File: config.mk
export PLATFORM = sky130hd
export DESIGN_NAME = mux_scan_serializer
export DESIGN_NICKNAME = d
export VERILOG_FILES = /design/src/rtl/mux_scan_serializer_pkg.sv /design/src/rtl/mux_scan_serializer_scan_cnt4.sv /design/src/rtl/mux_scan_serializer.sv
export SDC_FILE = /design/constraint.sdc
export NUM_CORES = 1
export LEC_CHECK = 0
export ABC_AREA = 1
export CORE_MARGIN = 2
export CORE_UTILIZATION = 49
export CTS_BUF_LIST = sky130_fd_sc_hd__clkbuf_8
export DETAILED_ROUTE_END_ITERATION = 8
export MAX_ROUTING_LAYER = met4
export PLACE_DENSITY_LB_ADDON = 0.05
export SYNTH_ARGS = -nofsm -noshare
export SYNTH_HDL_FRONTEND = slang
export SYNTH_SLANG_ARGS = --single-unit
File: constraint.sdc
create_clock -name clk -period 1.35 [get_ports clk]
set_input_delay 0.135 -clock clk [delete_from_list [all_inputs] [get_ports clk]]
set_output_delay 0.135 -clock clk [all_outputs]
set_load 0.01 [all_outputs]
File: src/rtl/mux_scan_serializer_pkg.sv
// Shared types and widths for the 16:1 mux scan serializer.
package mux_scan_serializer_pkg;

    localparam int WORD_W = 16;
    localparam int SEL_W  = 4;

    typedef enum logic {
        IDLE = 1'b0,
        SCAN = 1'b1
    } state_t;

    // The first scanned index for a given scan order.
    function automatic logic [SEL_W-1:0] start_index(input bit msb_first);
        return msb_first ? {SEL_W{1'b1}} : {SEL_W{1'b0}};
    endfunction

    // The final scanned index for a given scan order.
    function automatic logic [SEL_W-1:0] end_index(input bit msb_first);
        return msb_first ? {SEL_W{1'b0}} : {SEL_W{1'b1}};
    endfunction

endpackage

File: src/rtl/mux_scan_serializer_scan_cnt4.sv
// 4-bit up/down select counter: reloads to the scan start, steps on enable,
// and flags the terminal index of the chosen direction.
import mux_scan_serializer_pkg::*;

module scan_cnt4 #(
    parameter bit DOWN = 1'b0
) (
    input  logic             clk,
    input  logic             rst_n,
    input  logic             load,
    input  logic             en,
    output logic [SEL_W-1:0] cnt,
    output logic             term
);

    localparam logic [SEL_W-1:0] START_VAL = start_index(DOWN);
    localparam logic [SEL_W-1:0] END_VAL   = end_index(DOWN);

    // Load wins over enable so a finishing word lands exactly on the start index.
    always_ff @(posedge clk) begin
        if (!rst_n) begin
            cnt <= START_VAL;
        end else if (load) begin
            cnt <= START_VAL;
        end else if (en) begin
            cnt <= DOWN ? cnt - 1'b1 : cnt + 1'b1;
        end
    end

    assign term = (cnt == END_VAL);

endmodule

File: src/rtl/mux_scan_serializer.sv
// Captures a 16-bit word and streams it one bit per accepted handshake
// through a 16:1 select, in either scan order.
import mux_scan_serializer_pkg::*;

module mux_scan_serializer #(
    parameter bit MSB_FIRST = 1'b0
) (
    input  logic              clk,
    input  logic              rst_n,
    input  logic              load_valid,
    input  logic [WORD_W-1:0] load_data,
    output logic              load_ready,
    input  logic              ser_ready,
    output logic              ser_valid,
    output logic              ser_bit,
    output logic [SEL_W-1:0]  sel,
    output logic              last
);

    localparam logic [SEL_W-1:0] START_SEL = start_index(MSB_FIRST);

    state_t            state;
    state_t            state_next;
    logic [WORD_W-1:0] word;
    logic [SEL_W-1:0]  cnt;
    logic              term;
    logic              accept;
    logic              xfer;

    assign accept = load_valid && load_ready;
    assign xfer   = ser_valid && ser_ready;

    // NOTE: sequential state uses non-blocking assignments so every register
    // samples pre-edge values regardless of process ordering.
    always_ff @(posedge clk) begin
        if (!rst_n) begin
            state <= IDLE;
        end else begin
            state <= state_next;
        end
    end

    always_comb begin
        state_next = state;
        case (state)
            IDLE: if (accept)       state_next = SCAN;
            SCAN: if (xfer && last) state_next = IDLE;
            default:                state_next = IDLE;
        endcase
    end

    // NOTE: the word register carries a reset because its cleared value is
    // part of the defined post-reset state, unlike a wide data array would.
    always_ff @(posedge clk) begin
        if (!rst_n) begin
            word <= '0;
        end else if (accept) begin
            word <= load_data;
        end
    end

    scan_cnt4 #(
        .DOWN (MSB_FIRST)
    ) u_cnt (
        .clk   (clk),
        .rst_n (rst_n),
        .load  (accept || (xfer && last)),
        .en    (xfer),
        .cnt   (cnt),
        .term  (term)
    );

    // NOTE: every output gets a default before the case so no latch is inferred.
    always_comb begin
        load_ready = 1'b0;
        ser_valid  = 1'b0;
        ser_bit    = 1'b0;
        last       = 1'b0;
        sel        = START_SEL;
        case (state)
            IDLE: begin
                load_ready = rst_n;
            end
            SCAN: begin
                ser_valid = 1'b1;
                ser_bit   = word[cnt];
                sel       = cnt;
                last      = term;
            end
            default: ;
        endcase
    end

endmodule

==> summary.md <==
| Metric | Value |
|---|---|
| Die area | `2551 um^2` |
| Vias in the first global route | `between 1000 and 1500` |
| Initial Util | `between 50% and 60%` |
| CTS clk-pin slew, worst paths | `~0.070 ns` |
| Vias per inst | `4.913` |
| Largest net degree at the start of global routing | `21` |
| Post-synth top flop | `dfxtp_1` |
| Buf/Inv on CP | `2` |
| Leakage | `between 0.0007 and 0.0008 uW` |
| YS warnings | `0` |
| Main combinational cell family by area after synthesis | `simple AND/OR/NAND/NOR gates` |
| Ant diodes | `0` |
| Peak per-stage delay on the critical path | `approximately 0.38 ns` |
| Final hold vios | `0` |
| Combinational share of power | `25.1%` |
| Slew Viols, Final | `0` |
| H-tree depth | `1` |
| Failing checks | `setup timing` |
| Met2 Use GR | `around two fifths` |
| DR pass1 iterations | `4` |
| I/O pins | `28` |
| Unique masters post-synth | `19` |
| Detailed-route wire length per cell | `between 10 and 15 um` |
| Die height | `roughly 51 um` |
| Worst-case clock skew | `about 0.0015 ns` |
| Internal | `1047 uW` |
| # clock sinks | `21` |
| GRT Residual Overflow | `0` |
| Latest clock arrival within the worst-skew pair | `around 0.25 ns` |
| Post-synthesis cell count | `145` |
| Post-layout minimum cycle time | `1.537 ns` |
| Maximum root-to-sink buffer count | `2` |
| Count leader, synth | `nand2_1` |
| Pwr Density | `between 800 and 900 nW/um^2` |
| Period utilization | `113.9%` |
| CP Cell Sequence | `buf_6, nand2_2, nand3_1, nand3_1, nand3_2, a21oi_2, buf_2` |
| Post-Synth XOR/XNOR Area | `between 1.5 and 2%` |
| RD Place Congestion | `around 0.86` |
| Row count | `16` |
| Delay-heaviest family, CP | `simple AND/OR/NAND/NOR gates` |
| Slowest cell on the critical path | `dfxtp_4` |
| Worst-Margin Slew | `0.2176 ns` |
| TritonCTS clock tree | `built` |
| DP Area | `1475 um^2` |
| F_max | `approximately 650 MHz` |
| Share of async-settable or async-resettable flops after synthesis | `0%` |
| Post-synthesis simple-gate area fraction | `23.02%` |
| Met3 Resource Use GR | `3.869%` |
| TritonCTS buffer count | `3` |
| CORE AREA | `between 2000 and 2500 um^2` |
| Post-synth top area share | `39.67%` |
| Crit Path Class | `register to output pin` |
| Cell taking the most area after synthesis | `dfxtp_1` |
| Die Width | `50.51 um` |
| Finished Layout Cells | `approximately 220` |
| Seq/Total Area, Yosys | `39.67%` |
| Crit path required time | `roughly 1.2 ns` |
| Port Buffers | `27` |
| DRC errors left | `0` |
| Final nets | `around 210` |
| Slew headroom | `~85%` |
| Layout cell share with drive strength beyond 1 | `32.46%` |
| GR peak layer | `met2` |
| Cells after DPL | `roughly 210` |
| Final wirelength | `2815 um` |
| CP dominant cell by count | `nand3_1` |
| Arr. time, crit path | `about 1.4 ns` |
| Setup TNS | `-0.2860 ns` |
| Switch Pwr | `~390 uW` |
| Worst vdd ir | `~0.70 mV` |
| Synth area leaders | `dfxtp_1, nand2_1, a21oi_1` |
| Number of flops mapped to enable cells by yosys | `0` |
| M1 GR Usage | `between 20% and 30%` |
| Post-synthesis compound-gate area fraction | `a little under a fifth` |
| Net Sw Frac | `a little over a quarter` |
| Syn_nets | `166` |
| Global Route Usage Sum | `22.76%` |
| Outcome | `finished with violations` |
| Mux contribution to synthesized area | `0%` |
| Post-Synth Adder-Cell Area | `under 10%` |
| Setup violations, final | `2` |
| Crit path launch type | `register` |
| RSZ-0062 raised after global routing | `yes` |
| Hpwl dp | `~1800 um` |
| Global-route wire length before repair | `about 4300 um` |
| Layout Area Growth over Synthesis | `54.31%` |
| Via count | `about 1100` |
| Setup ws final | `-0.1874 ns` |
| Clock root cell | `clkbuf_8` |
| First DRT Iteration DRCs | `25` |
| Post-route ant nets | `0` |
| Yosys reg bits | `21` |
| Crit. End Element | `output pin` |
| Number of max-cap violations | `0` |
| Mapped Area | `1060 um^2` |
| Commonest cells post-synth | `nand2_1, inv_1, dfxtp_1` |
| Seq pwr share | `a little under half` |
| Clock power share | `between 20 and 30%` |
| Worst Path Max Fanout | `4` |
| Antenna violations before repair | `0` |
| Worst Hold Class | `register to register` |
| Core Util, Final | `around four fifths` |
| Final instance area | `between 1500 and 2000 um^2` |
| Hold WS | `around 0.46 ns` |
| Mean Syn Cell Area | `between 7 and 8 um^2` |
cells by family (layout without fill, tap and decap cells):
logic type,count (synthesis),in the layout
compound gates,35,35
xor+xnor,2,2
fa+ha+maj,1,1
buf+inv,34,80
flops,21,21
simple gates,52,52
area by class of cell:
class / count / area, um^2
multi-input combinational: 90 / 558.0
timing repair buffer: 50 / 462.9
sequential: 21 / 432.9
fill: 140 / 366.6
inverter: 26 / 102.6
clock buffer: 3 / 41.29
tap: 27 / 33.78
clock inverter: 1 / 3.754
metal layers:
layer / wire length (um) / share of wire (%)
met5: 0 / 0
met2: 1512 / 54
met3: 126 / 4.5
met4: 14 / 0.50
met1: 1161 / 41
tightest hold or removal path, cell delays in order (launching register included):
cell and delay, ns:
dfxtp_1 0.30, inv_1 0.06, a21oi_1 0.06
layout by cell type, fill, tap and decap left out, drive strengths merged:
| cell | n |
|---|---|
| clkbuf | 3 |
| o21ai | 16 |
| buf | 25 |
| inv | 27 |
| nand2 | 27 |
| nand4 | 1 |
| dlygate4sd2 | 5 |
| nor2 | 5 |
| nand3 | 19 |
| ha | 1 |
| dfxtp | 21 |
| xor2 | 2 |
| clkdlybuf4s15 | 1 |
| a21oi | 19 |
| clkdlybuf4s50 | 19 |
through the flow:
stage | setup WS [ns] | total power [uW]
floorplan | 0.1781 | 857.4
global placement | -0.2270 | 999.3
detailed placement | -0.3218 | 1010
CTS | -0.1580 | 1399
global route | -0.2540 | 1506
finish | -0.1874 | 1441
state kept, by name, indices dropped and copies added (netlist names):
| signal | count |
|---|---|
| state | 1 |
| word | 16 |
| u_cnt.cnt | 4 |
worst paths after layout:
check | from | end | slack (ns) | cells past startpoint
worst max-delay path | u_cnt.cnt[0]$_SDFFE_PP0P_ | ser_bit | -0.19 | 7
worst min-delay path | word[4]$_SDFFE_PN0P_ | word[4]$_SDFFE_PN0P_ | 0.46 | 2
worst max register to register | u_cnt.cnt[0]$_SDFFE_PP0P_ | u_cnt.cnt[1]$_SDFFE_PP0P_ | 0.02 | 8
worst min register to register | word[4]$_SDFFE_PN0P_ | word[4]$_SDFFE_PN0P_ | 0.46 | 2
power groups by stage:
stage | registers, uW | logic (uW) | clock network, uW
2_1_floorplan | 689 | 169 | 0
3_3_place_gp | 691 | 308 | 0
3_5_place_dp | 692 | 318 | 0
4_1_cts | 678 | 324 | 397
5_1_grt | 684 | 398 | 424
6_report | 681 | 363 | 398
what timing repair did:
action                     4_1_cts  5_1_grt
pin swaps                        1       13
hold buffers                     0        0
setup endpoints to repair        8        2
gates resized for setup         28       21
buffers inserted                 0        2
gates cloned                     0        0
(Power assumes the default switching activity.)
==> RTL edit 1, RTL diff (same flow settings) <==
Set the package constant `WORD_W` to 14 (it was 16).
--- a/src/rtl/mux_scan_serializer_pkg.sv
+++ b/src/rtl/mux_scan_serializer_pkg.sv
@@ -2,5 +2,5 @@
 package mux_scan_serializer_pkg;
 
-    localparam int WORD_W = 16;
+    localparam int WORD_W = 14;
     localparam int SEL_W  = 4;
 
Ports: changed (resized load_data); port bits go from 28 to 26. The function was not compared with the original's and may differ.
==> RTL edit 1 against the original RTL <==
  * The run still ends with negative setup slack left
  * Sequential cell count shrank 2
  * Critical endpoint unchanged
  * Largest power group unchanged
  * Largest cell class unchanged
  * Non-clock buffer count shrank 14
  * Critical path type unchanged
  * First-iteration DRC count is 36% lower
  * Final area shrank 21%
  * Final cell count down 11%
  * Routed wire length decreased by 30%
  * Area after synthesis fell by 15%
  * Power down 14%
  * Setup slack improved by 0.18 ns
==> RTL edit 1: results (changes against the original RTL) <==
[run_status]
outcome = finished with violations
violations = negative setup slack

[finish]
drive_gt1_share_pct = 16.7  ; -16 points
fin_nets = 188  ; -12%
multi_input_area_share_pct = 34.6  ; +0.44 points
num-nonclk-inverters = 16  ; -38%
utilization_pct = 74.6  ; -7.0 points
fill_cells = 152  ; +8.6%
nonClkBufAreaFrac_pct = 24.9  ; -3.5 points
clock_area_share_pct = 3.50  ; +0.74 points
seq_share_pct = 30.0  ; +3.5 points
reg.largest.list = word (14), u_cnt.cnt (4), state (1)

[grt]
grt_pass1_vias = 840  ; -19%
met2_usage_pct = 35.6  ; -5.6 points
grt_use_total_pct = 22.5  ; -0.27 points
grt_max_degree = 18  ; -14%
gr-usage-met3_pct = 5.77  ; +1.9 points
grtUsageMet1_pct = 27.5  ; +2.2 points
grt_pass1_wl_um = 3390  ; -22%

[power]
p_leak_nw = 0.632  ; -13%
pwr-share-comb_pct = 18.5  ; -6.6 points
power_frac_clock_pct = 31.1  ; +3.5 points
comb-power_mw = 0.229  ; -37%
power.switching_mw = 0.314  ; -20%
ir_drop_mv = 0.893  ; +27%

[min_path]
hold_class = primary input to flip-flop
min_path_cells = 3  ; +1
hold_end = word[5]$_SDFFE_PN0P_
min-delay-start = load_data[5]

[route]
drtIter0Drc = 16  ; -36%
wire_per_inst_um = 10.2  ; -21%
routed-wl-met2_um = 936  ; -38%
via_per_inst = 4.77  ; -2.9%
met1Wirelength_um = 907  ; -22%

[worst_setup_path]
crit_slowest_cell = dfxtp_2
cp.arrival_ns = 1.23  ; -0.17 ns
rrSetupSlack_ns = 0.16  ; +0.14 ns
cpPeakStageDelay_ns = 0.35  ; -0.03 ns
reg2reg_to = u_cnt.cnt[3]$_SDFFE_PP0P_
worstRegToRegCells = 7  ; -1

[synth]
ys_top_cells_by_count = 46 x nand2_1, 21 x nand3_1, 19 x dfxtp_1
yosys_register_bits = 19  ; -9.5%
ys_types = 17  ; -2
synth_nets = 153  ; -7.8%

[placement]
port_buffers = 25  ; -7.4%
finalWeightedCongestion = 0.746  ; -13%
dpl.hpwl_um = 1510  ; -18%
placed_area_um2 = 1230  ; -17%
dp_slack_ns = -0.192  ; +0.129 ns

[floorplan]
core-area_um2 = 1730  ; -14%

[timing]
setup_slack_ns = -0.0101  ; +0.177 ns
setup_violations = 1  ; -1
fin_skew_ns = 0.000397  ; -0.00105 ns
timing.slew.headroom_pct = 79.2  ; -6.3 points
fin_tns_setup_ns = -0.0101  ; +0.276 ns

## RTL edit 1: cell count changes after synthesis, sizes merged
cell / before / now
nand2: 27 / 47
dfxtp: 21 / 19
xnor2: 0 / 1
clkbuf: 0 / 1
nand3: 19 / 21
buf: 8 / 5
o21ai: 16 / 6
inv: 26 / 16
nor2: 5 / 7
a21oi: 19 / 7
## RTL edit 1: worst max path at each step
stage | end | startpoint | slack, ns
5_1_grt | ser_bit | u_cnt.cnt[0]$_SDFFE_PP0P_ | -0.12
3_3_place_gp | ser_bit | u_cnt.cnt[0]$_SDFFE_PP0P_ | -0.15
2_1_floorplan | u_cnt.cnt[3]$_SDFFE_PP0P_ | state$_SDFF_PN0_ | 0.11
4_1_cts | ser_bit | u_cnt.cnt[0]$_SDFFE_PP0P_ | -0.01
3_5_place_dp | ser_bit | u_cnt.cnt[0]$_SDFFE_PP0P_ | -0.19
6_report | ser_bit | u_cnt.cnt[0]$_SDFFE_PP0P_ | -0.01
## RTL edit 1: per-stage QoR
stage	hold slack [ns]	cells
detailed placement	0.452	189
floorplan	0.245	134
CTS	0.414	193
finish	0.417	193
global route	0.438	193
global placement	0.447	189
## RTL edit 1: cells by family (layout without fill, tap and decap cells)
| group | count (synthesis) | after routing | synth area share (%) |
|---|---|---|---|
| simple gates | 76 | 76 | 35.3 |
| flops | 19 | 19 | 42.0 |
| compound gates | 13 | 13 | 7.19 |
| buf+inv | 22 | 56 | 11.2 |
| fa+ha+maj | 1 | 1 | 1.38 |
| xor+xnor | 3 | 3 | 2.91 |
## RTL edit 1: timing repair
| item | in CTS | in global routing |
|---|---|---|
| pin swaps | 4 | 0 |
| endpoints found under the setup margin | 8 | 2 |
| hold endpoints to repair | 0 | 0 |
| resized for setup | 22 | 4 |
==> RTL edit 2, RTL diff (same flow settings) <==
Without the edit above. Make the reset (`rst_n`) asynchronous in 3 clocked blocks.
--- a/src/rtl/mux_scan_serializer_scan_cnt4.sv
+++ b/src/rtl/mux_scan_serializer_scan_cnt4.sv
@@ -18,5 +18,5 @@
 
     // Load wins over enable so a finishing word lands exactly on the start index.
-    always_ff @(posedge clk) begin
+    always_ff @(posedge clk or negedge rst_n) begin
         if (!rst_n) begin
             cnt <= START_VAL;
--- a/src/rtl/mux_scan_serializer.sv
+++ b/src/rtl/mux_scan_serializer.sv
@@ -33,5 +33,5 @@
     // NOTE: sequential state uses non-blocking assignments so every register
     // samples pre-edge values regardless of process ordering.
-    always_ff @(posedge clk) begin
+    always_ff @(posedge clk or negedge rst_n) begin
         if (!rst_n) begin
             state <= IDLE;
@@ -52,5 +52,5 @@
     // NOTE: the word register carries a reset because its cleared value is
     // part of the defined post-reset state, unlike a wide data array would.
-    always_ff @(posedge clk) begin
+    always_ff @(posedge clk or negedge rst_n) begin
         if (!rst_n) begin
             word <= '0;
Formal check against the unedited RTL: differs if rst_n is asserted again (counterexample within 4 cycles, from zero or initial values and one cycle with rst_n low); with rst_n held inactive, the same outputs for 10 cycles.
==> RTL edit 2 against the original RTL <==
  * The run still ends with negative setup slack left
  * Count of clock-buffer cells in the layout stayed put
  * Setup slack worse by 0.080 ns
  * Area after synthesis is 18% higher
  * Sequential cell count stayed put
  * Routed wire length is 14% higher
  * Final area is 18% higher
Power is not compared: it rests on default switching activity, and its combinational part moved more than twofold at a synthesized area within 25%.
==> RTL edit 2: results (changes against the original RTL) <==
[run_status]
outcome = finished with violations
violations = negative setup slack

[cts]
cts_buffer_depth = 2  ; unchanged
cts_buffers = 3  ; unchanged

[finish]
drive_gt1_share_pct = 53.1  ; +21 points
fin_nets = 229  ; +7.5%

[timing]
setup_slack_ns = -0.267  ; -0.0797 ns
fin_skew_ns = 0.00477  ; +0.00332 ns
setup_violations = 6  ; +4
fin_tns_setup_ns = -0.539  ; -0.253 ns
worstMarginPinSlew_ns = 0.276  ; +0.0580 ns

[placement]
placed_area_um2 = 1740  ; +18%
dpl.hpwl_um = 1980  ; +7.5%
finalWeightedCongestion = 0.864  ; +0.40%
port_buffers = 27  ; unchanged

[grt]
grt_use_total_pct = 21.3  ; -1.5 points
grt_pass1_wl_um = 4340  ; +0.32%
grt_max_degree = 29  ; +38%
grt_pass1_vias = 1034  ; -0.58%

[floorplan]
initial_core_util_pct = 51.0  ; -2.0 points

[synth]
ys_types = 24  ; +5
async_flop_share_pct = 100  ; +100 points
ys_warn_count = 0  ; unchanged
synth_nets = 165  ; -0.60%
syn_area_per_cell_um2 = 8.69  ; +19%
synthFlopType = dfrtp_1
synth.area.top_cells = dfrtp_1 42%, nand2_1 11%, o21ai_2 8.4%, nand2_4 7.2%, nand3_1 4.4%
yosysSeqAreaShare_pct = 42.0  ; +2.3 points
ys_top_cells_by_count = 37 x nand2_1, 21 x dfrtp_1, 12 x o21ai_2

[worst_setup_path]
cp.arrival_ns = 1.48  ; +0.08 ns
critical_path_peak_fanout = 5  ; +1
cpPeakStageDelay_ns = 0.44  ; +0.06 ns
crit_slowest_cell = dfrtp_2

[route]
num_vias = 1170  ; +9.2%
drtIter0Drc = 20  ; -20%
wire_per_inst_um = 13.6  ; +5.1%
via_per_inst = 4.94  ; +0.49%

[min_path]
hold_class = primary input to async pin

[RTL edit 2: cell types whose count changed in the layout (fill, tap and decap cells not counted), sizes merged, moves of 6 or more]
cell	change
buf	+11
inv	-11
clkinv	+10
dfrtp	+21
nor2	+6
nand2	+24
nand3	-8
dfxtp	-21
a21oi	-18
[RTL edit 2: through the flow]
stage / worst slack (ns) / hold slack [ns]
after floorplan: 0.113 / -0.161
after global placement: -0.414 / 0.487
after detailed placement: -0.480 / 0.480
after CTS: -0.239 / 0.256
after global routing: -0.359 / 0.283
final: -0.267 / 0.244
[RTL edit 2: worst paths after layout]
kind / startpoint / to / slack (ns) / cells after the start
worst max-delay path: u_cnt.cnt[0]$_DFFE_PN0P_ / ser_bit / -0.27 / 7
worst min-delay path: rst_n / word[5]$_DFFE_PN0P_ / 0.24 / 2
worst max register to register: u_cnt.cnt[1]$_DFFE_PN0P_ / state$_DFF_PN0_ / -0.07 / 6
worst min register to register: word[6]$_DFFE_PN0P_ / word[6]$_DFFE_PN0P_ / 0.51 / 2
max in group asynchronous: rst_n / u_cnt.cnt[1]$_DFFE_PN0P_ / 0.86 / 2
min in group clk: load_data[14] / word[14]$_DFFE_PN0P_ / 0.42 / 3
[RTL edit 2: critical path, delay by kind of cell (launching register included)]
family          cells  cell delay (ns)
buf+inv             2             0.30
simple gates        4             0.35
flops               1             0.44
compound gates      1             0.13
[RTL edit 2: cell families (layout without fill, tap and decap cells)]
logic type / Yosys count / in the layout / synth area share (%)
adders and majority gates: 1 / 1 / 1.00
AOI/OAI and AO/OA: 18 / 18 / 10.8
DFF: 21 / 21 / 42.0
buffers and inverters: 27 / 90 / 12.4
and+or+nand+nor: 76 / 76 / 33.1
xor gates and xnor gates: 1 / 1 / 0.700
[RTL edit 2: timing repair]
action | in CTS | in global routing
cloned | 0 | 1
gates resized for setup | 20 | 35
pin swaps | 0 | 6
setup buffers | 4 | 3
endpoints found under the hold margin | 0 | 0
endpoints found under the setup margin | 12 | 20
[RTL edit 2: layout make-up]
class	instances	area, µm²
Multi-Input combinational cell	96	646
Timing Repair inverter	1	16.3
Clock buffer	3	41.3
Sequential cell	21	528
Inverter	24	126
Fill cell	158	519
Clock inverter	1	3.75
Timing Repair Buffer	61	537
Tap cell	30	37.5
[RTL edit 2: power breakdown]
group          internal [mW]  total, mW  switching [mW]  leakage (nW)
sequential             0.941       1.15           0.211         0.251
clock                  0.203      0.416           0.213        0.0269
combinational           1.31       2.59            1.28         0.725
[RTL edit 2: metal layers]
layer  up-vias  part of all wire (%)  global-route usage, %
li1        569                     -                      -
met1       567                    42                   24.6
met2        28                    53                   35.1
met3         6                   2.7                   4.10
met4         0                   1.6                   10.8
met5         -                     0                      -
